`src/rtl/sumador_serial_ctrl.sv`:
```
// ============================================================================
// sumador_serial_ctrl
// ----------------------------------------------------------------------------
// Bit-serial adder/subtractor controller for the ALU arithmetic path. A single
// sumador_1bit full adder is reused over N clock cycles, one bit per cycle,
// LSB first, to compute a+b+carry_in (op=0) or a-b (op=1, two's complement).
//
// Ports:
//   clk          in   system clock, rising edge
//   rst_n        in   asynchronous active-low reset
//   start        in   request; sampled only while IDLE
//   op           in   0 = add with carry_in, 1 = subtract (carry_in ignored)
//   a, b         in   N-bit operands, latched on an accepted start
//   carry_in     in   initial carry for add, latched on an accepted start
//   busy         out  high while the FSM is not IDLE
//   done         out  one-cycle pulse; sum/carry_out/overflow are valid
//   sum          out  N-bit result (partial contents visible during CALC)
//   carry_out    out  carry out of the MSB (for subtract: 1 = no borrow)
//   overflow     out  signed overflow (carry into MSB xor carry out of MSB)
//   o_dbg_state  out  current FSM state encoding (IDLE=0, CALC=1, FIN=2)
//
// Handshake: start is only looked at on a rising edge while IDLE. When it is
// accepted, busy rises, and exactly N edges later done is high for one cycle.
// start seen in CALC or FIN is dropped, never queued.
// ============================================================================

// ----------------------------------------------------------------------------
// sumador_1bit: combinational 1-bit full adder, the only arithmetic resource.
//   i_a, i_b, i_cin  in   addend bits and incoming carry
//   o_sum            out  sum bit
//   o_cout           out  carry out
// ----------------------------------------------------------------------------
module sumador_1bit (
    input  logic i_a,
    input  logic i_b,
    input  logic i_cin,
    output logic o_sum,
    output logic o_cout
);
    assign o_sum  = i_a ^ i_b ^ i_cin;
    assign o_cout = (i_a & i_b) | (i_cin & (i_a ^ i_b));
endmodule

module sumador_serial_ctrl #(
    parameter int N = 4
) (
    input  logic         clk,
    input  logic         rst_n,
    input  logic         start,
    input  logic         op,
    input  logic [N-1:0] a,
    input  logic [N-1:0] b,
    input  logic         carry_in,
    output logic         busy,
    output logic         done,
    output logic [N-1:0] sum,
    output logic         carry_out,
    output logic         overflow,
    output logic [1:0]   o_dbg_state
);

    localparam int IDX_W = (N > 1) ? $clog2(N) : 1;
    localparam logic [IDX_W-1:0] IDX_LAST = IDX_W'(N - 1);

    typedef enum logic [1:0] {
        IDLE = 2'd0,
        CALC = 2'd1,
        FIN  = 2'd2
    } state_t;

    state_t           r_state;
    logic [N-1:0]     r_a;
    logic [N-1:0]     r_b;
    logic             r_carry;
    logic [IDX_W-1:0] r_idx;
    logic             r_carry_msb;

    logic             w_fa_sum;
    logic             w_fa_cout;

    // The full adder always looks at the bottom of the operand shift
    // registers and the running carry; only CALC consumes its outputs.
    sumador_1bit u_fa (
        .i_a    (r_a[0]),
        .i_b    (r_b[0]),
        .i_cin  (r_carry),
        .o_sum  (w_fa_sum),
        .o_cout (w_fa_cout)
    );

    // Derived from the registered state so it drops immediately on reset.
    assign busy        = (r_state != IDLE);
    assign o_dbg_state = r_state;

    always_ff @(posedge clk or negedge rst_n) begin
        if (!rst_n) begin
            r_state     <= IDLE;
            r_a         <= '0;
            r_b         <= '0;
            r_carry     <= 1'b0;
            r_idx       <= '0;
            r_carry_msb <= 1'b0;
            done        <= 1'b0;
            sum         <= '0;
            carry_out   <= 1'b0;
            overflow    <= 1'b0;
        end else begin
            case (r_state)
                IDLE: begin
                    done <= 1'b0;
                    if (start) begin
                        r_a         <= a;
                        // Subtraction is a + ~b + 1: invert B once here and
                        // force the initial carry to 1.
                        r_b         <= op ? ~b : b;
                        r_carry     <= op ? 1'b1 : carry_in;
                        r_idx       <= '0;
                        r_carry_msb <= 1'b0;
                        sum         <= '0;
                        carry_out   <= 1'b0;
                        overflow    <= 1'b0;
                        r_state     <= CALC;
                    end
                end

                CALC: begin
                    // Result bits enter at the MSB and walk right, so after N
                    // shifts the first (LSB) result bit lands in sum[0].
                    sum     <= {w_fa_sum, sum[N-1:1]};
                    r_carry <= w_fa_cout;
                    r_a     <= r_a >> 1;
                    r_b     <= r_b >> 1;
                    r_idx   <= r_idx + 1'b1;
                    if (r_idx == IDX_LAST) begin
                        // r_carry at this point is the carry into the MSB.
                        r_carry_msb <= r_carry;
                        carry_out   <= w_fa_cout;
                        overflow    <= r_carry ^ w_fa_cout;
                        r_idx       <= '0;
                        done        <= 1'b1;
                        r_state     <= FIN;
                    end
                end

                FIN: begin
                    done    <= 1'b0;
                    r_state <= IDLE;
                end

                default: begin
                    done    <= 1'b0;
                    r_state <= IDLE;
                end
            endcase
        end
    end

endmodule

```
`config.mk`:
```
export PLATFORM = sky130hd
export DESIGN_NAME = sumador_serial_ctrl
export DESIGN_NICKNAME = d
export VERILOG_FILES = /design/src/rtl/sumador_serial_ctrl.sv
export SDC_FILE = /design/constraint.sdc
export NUM_CORES = 1
export LEC_CHECK = 0
export ABC_AREA = 1
export CORE_ASPECT_RATIO = 0.8
export CORE_MARGIN = 1.5
export CORE_UTILIZATION = 45
export CTS_CLUSTER_DIAMETER = 80
export DETAILED_ROUTE_END_ITERATION = 10
export PLACE_DENSITY = 0.72
export SLEW_MARGIN = 20
export SYNTH_ARGS = -nofsm -noshare
export SYNTH_HDL_FRONTEND = slang
export SYNTH_HIERARCHICAL = 1
export SYNTH_SLANG_ARGS = --single-unit
```
`constraint.sdc`:
```
create_clock -name clk -period 1.8 [get_ports clk]
set_clock_uncertainty 0.05 [all_clocks]
set_input_delay 0.36 -clock clk [delete_from_list [all_inputs] [get_ports clk]]
set_output_delay 0.36 -clock clk [all_outputs]
set_load 0.01 [all_outputs]
```
==> results.json <==
{
  "status": "finished, final reports clean",
  "p_per_area_nw_per_um2": 1481,
  "drtIter0Drc": 16,
  "cts_max_level": 1,
  "ff2ff_setup_slack_ns": 0.47,
  "cts.sinks": 20,
  "drv_cap": 0,
  "fmax_mhz": 580.0,
  "synthCells": 116,
  "vias": 813,
  "path_clk_slew_ns": 0.10,
  "reg2reg_to": "overflow",
  "rr_worst_depth": 7,
  "firstDrtPassIters": 4,
  "antenna_found_initial": 0,
  "post_cts_buffers": 0,
  "wire_per_inst_um": 10.11,
  "cts_buffer_depth": 2,
  "drc": 0,
  "peakVddDrop_mv": 0.9890,
  "postLayoutCoreUtil_pct": 64.22,
  "worst_setup_path_end_kind": "output port",
  "cp_max_fo": 3,
  "synth_top_area_cell": "dfrtp_1",
  "r2r_start": "r_a[0]",
  "yosys_warnings": 6,
  "final.period_utilization_pct": 95.78,
  "grt_pass1_wl_um": 2815,
  "clock-root-buffer": "clkbuf_4",
  "synth_nets": 131,
  "yosysUniqueCellTypes": 18,
  "syn2layout_area_growth_pct": 30.46,
  "tritoncts": "done",
  "p_leak_uw": 0.0006358,
  "crit_required_ns": 1.39,
  "worstSkewPairLatency_ns": 0.29,
  "grt_max_degree": 21,
  "yosysTopAreaCellShare_pct": 52.29,
  "setup_viol": 0,
  "path_class": "reg -> out",
  "synth.avg_cell_area_um2": 8.251,
  "nets": 161,
  "dieHeight_um": 44.25,
  "viasPerCell": 4.839,
  "syn-cell-area_um2": 957.2,
  "core_um2": 1944,
  "hp-class": "in -> async",
  "finalSetupTns_ns": 0,
  "ys_seq_area_share_pct": 52.29,
  "hold_viol_final": 0,
  "synthTopCellsByArea": "dfrtp_1, nand2_1, inv_1",
  "io_pins": 23,
  "ant_nets": 0,
  "grt_pass1_vias": 695,
  "finalCriticalPeriod_ns": 1.724,
  "worstSetupStartpoint": "o_dbg_state[0]",
  "port_buffers": 22,
  "routed_wirelength_um": 1698,
  "dp_hpwl_um": 1317,
  "tightestPinTransition_ns": 0.2506,
  "gp_congestion": 0.7584,
  "cts_buffers": 3,
  "mostFrequentLayoutCell": "nand2_1",
  "gr-usage-all-layers_pct": 16.82,
  "worstPathArrival_ns": 1.31,
  "drive_gt1_share_pct": 10.42,
  "ys_ff_latch": 20,
  "rsz0062_at_grt": "no",
  "startpoint_type": "register",
  "overflow": 0,
  "slew_headroom_pct": 83.29,
  "initial_core_util_pct": 49.23,
  "rows": 14,
  "die_area_um2": 2415,
  "final_cell_mix": "nand2_1, clkdlybuf4s50_1, dfrtp_1",
  "n_antenna_cell": 0,
  "die_w_um": 54.57,
  "slew_violations": 0
}
[per-layer routing]
metal | GRT usage, % | wire length [um]
met5 | 0 | 0
met2 | 26.75 | 766
met3 | 6.081 | 80
met4 | 6.000 | 19
met1 | 21.05 | 831
[flip-flops by register name, indices dropped and copies added, names as in the netlist]
register and count:
carry_out 1, sum 4, done 1, o_dbg_state 2
overflow 1, r_b 4, r_carry 1, r_idx 2
r_a 4
[timing repair]
item                       4_1_cts  5_1_grt
hold buffers                     0        0
gates resized for setup          0        1
setup endpoints to repair        0        1
[cell usage after synthesis]
cell	instances
buf_6	1
o21ai_2	2
xnor2_1	1
nand2_4	1
nand3_2	1
nor2_4	1
nand3b_1	1
nand2_1	51
dfrtp_1	20
clkinv_2	1
inv_1	13
ha_1	1
nand3_1	9
fa_1	1
or2_2	1
o22ai_1	2
o21ai_0	3
nor2_1	6
[critical path: stages (launching register included)]
cell and delay (ns):
dfrtp_1 0.39, inv_2 0.06, nand2_1 0.05, clkdlybuf4s50_1 0.52
[area by class of cell]
class	count	area, um2
fill	168	695.7
sequential	20	500.5
multi-input combinational	81	391.6
timing repair buffer	26	250.2
inverter	14	53.80
tap	24	30.03
clock buffer	3	22.52
[worst max path at each step]
stage	end	slack [ns]
after detailed placement	r_b[2]	0.30
after global routing	busy	0.008
after floorplan	overflow	0.55
after global placement	r_b[2]	0.32
after CTS	busy	0.04
final	busy	0.08
[cell families after synthesis]
kind of cell / synth area share (%)
and+or+nand+nor: 31.90
buffers and inverters: 6.797
AOI/OAI and AO/OA: 4.706
xor gates and xnor gates: 0.9152
DFF: 52.29
adders and majority gates: 3.399
[through the flow]
stage                     cells  power (uW)  instance area [um2]  setup WS [ns]  hold WS (ns)
after floorplan             116        1302                957.2         0.5526       0.01441
after global placement      165        1645                 1226         0.3166        0.4116
after detailed placement    165        1665                 1226         0.2999        0.4160
after CTS                   168        1869                 1249        0.03539        0.3477
after global routing        168        2021                 1249       0.008009        0.3707
final                       168        1850                 1249        0.07590        0.3433
[report_power, final]
group / internal (uW) / total (uW) / switching, uW / leakage [uW]
Sequential: 630 / 737 / 107 / 0.000259
Clock: 77.8 / 201 / 123 / 0.0000138
Combinational: 421 / 912 / 491 / 0.000363
Note: power is estimated with default switching activity, not from simulation.
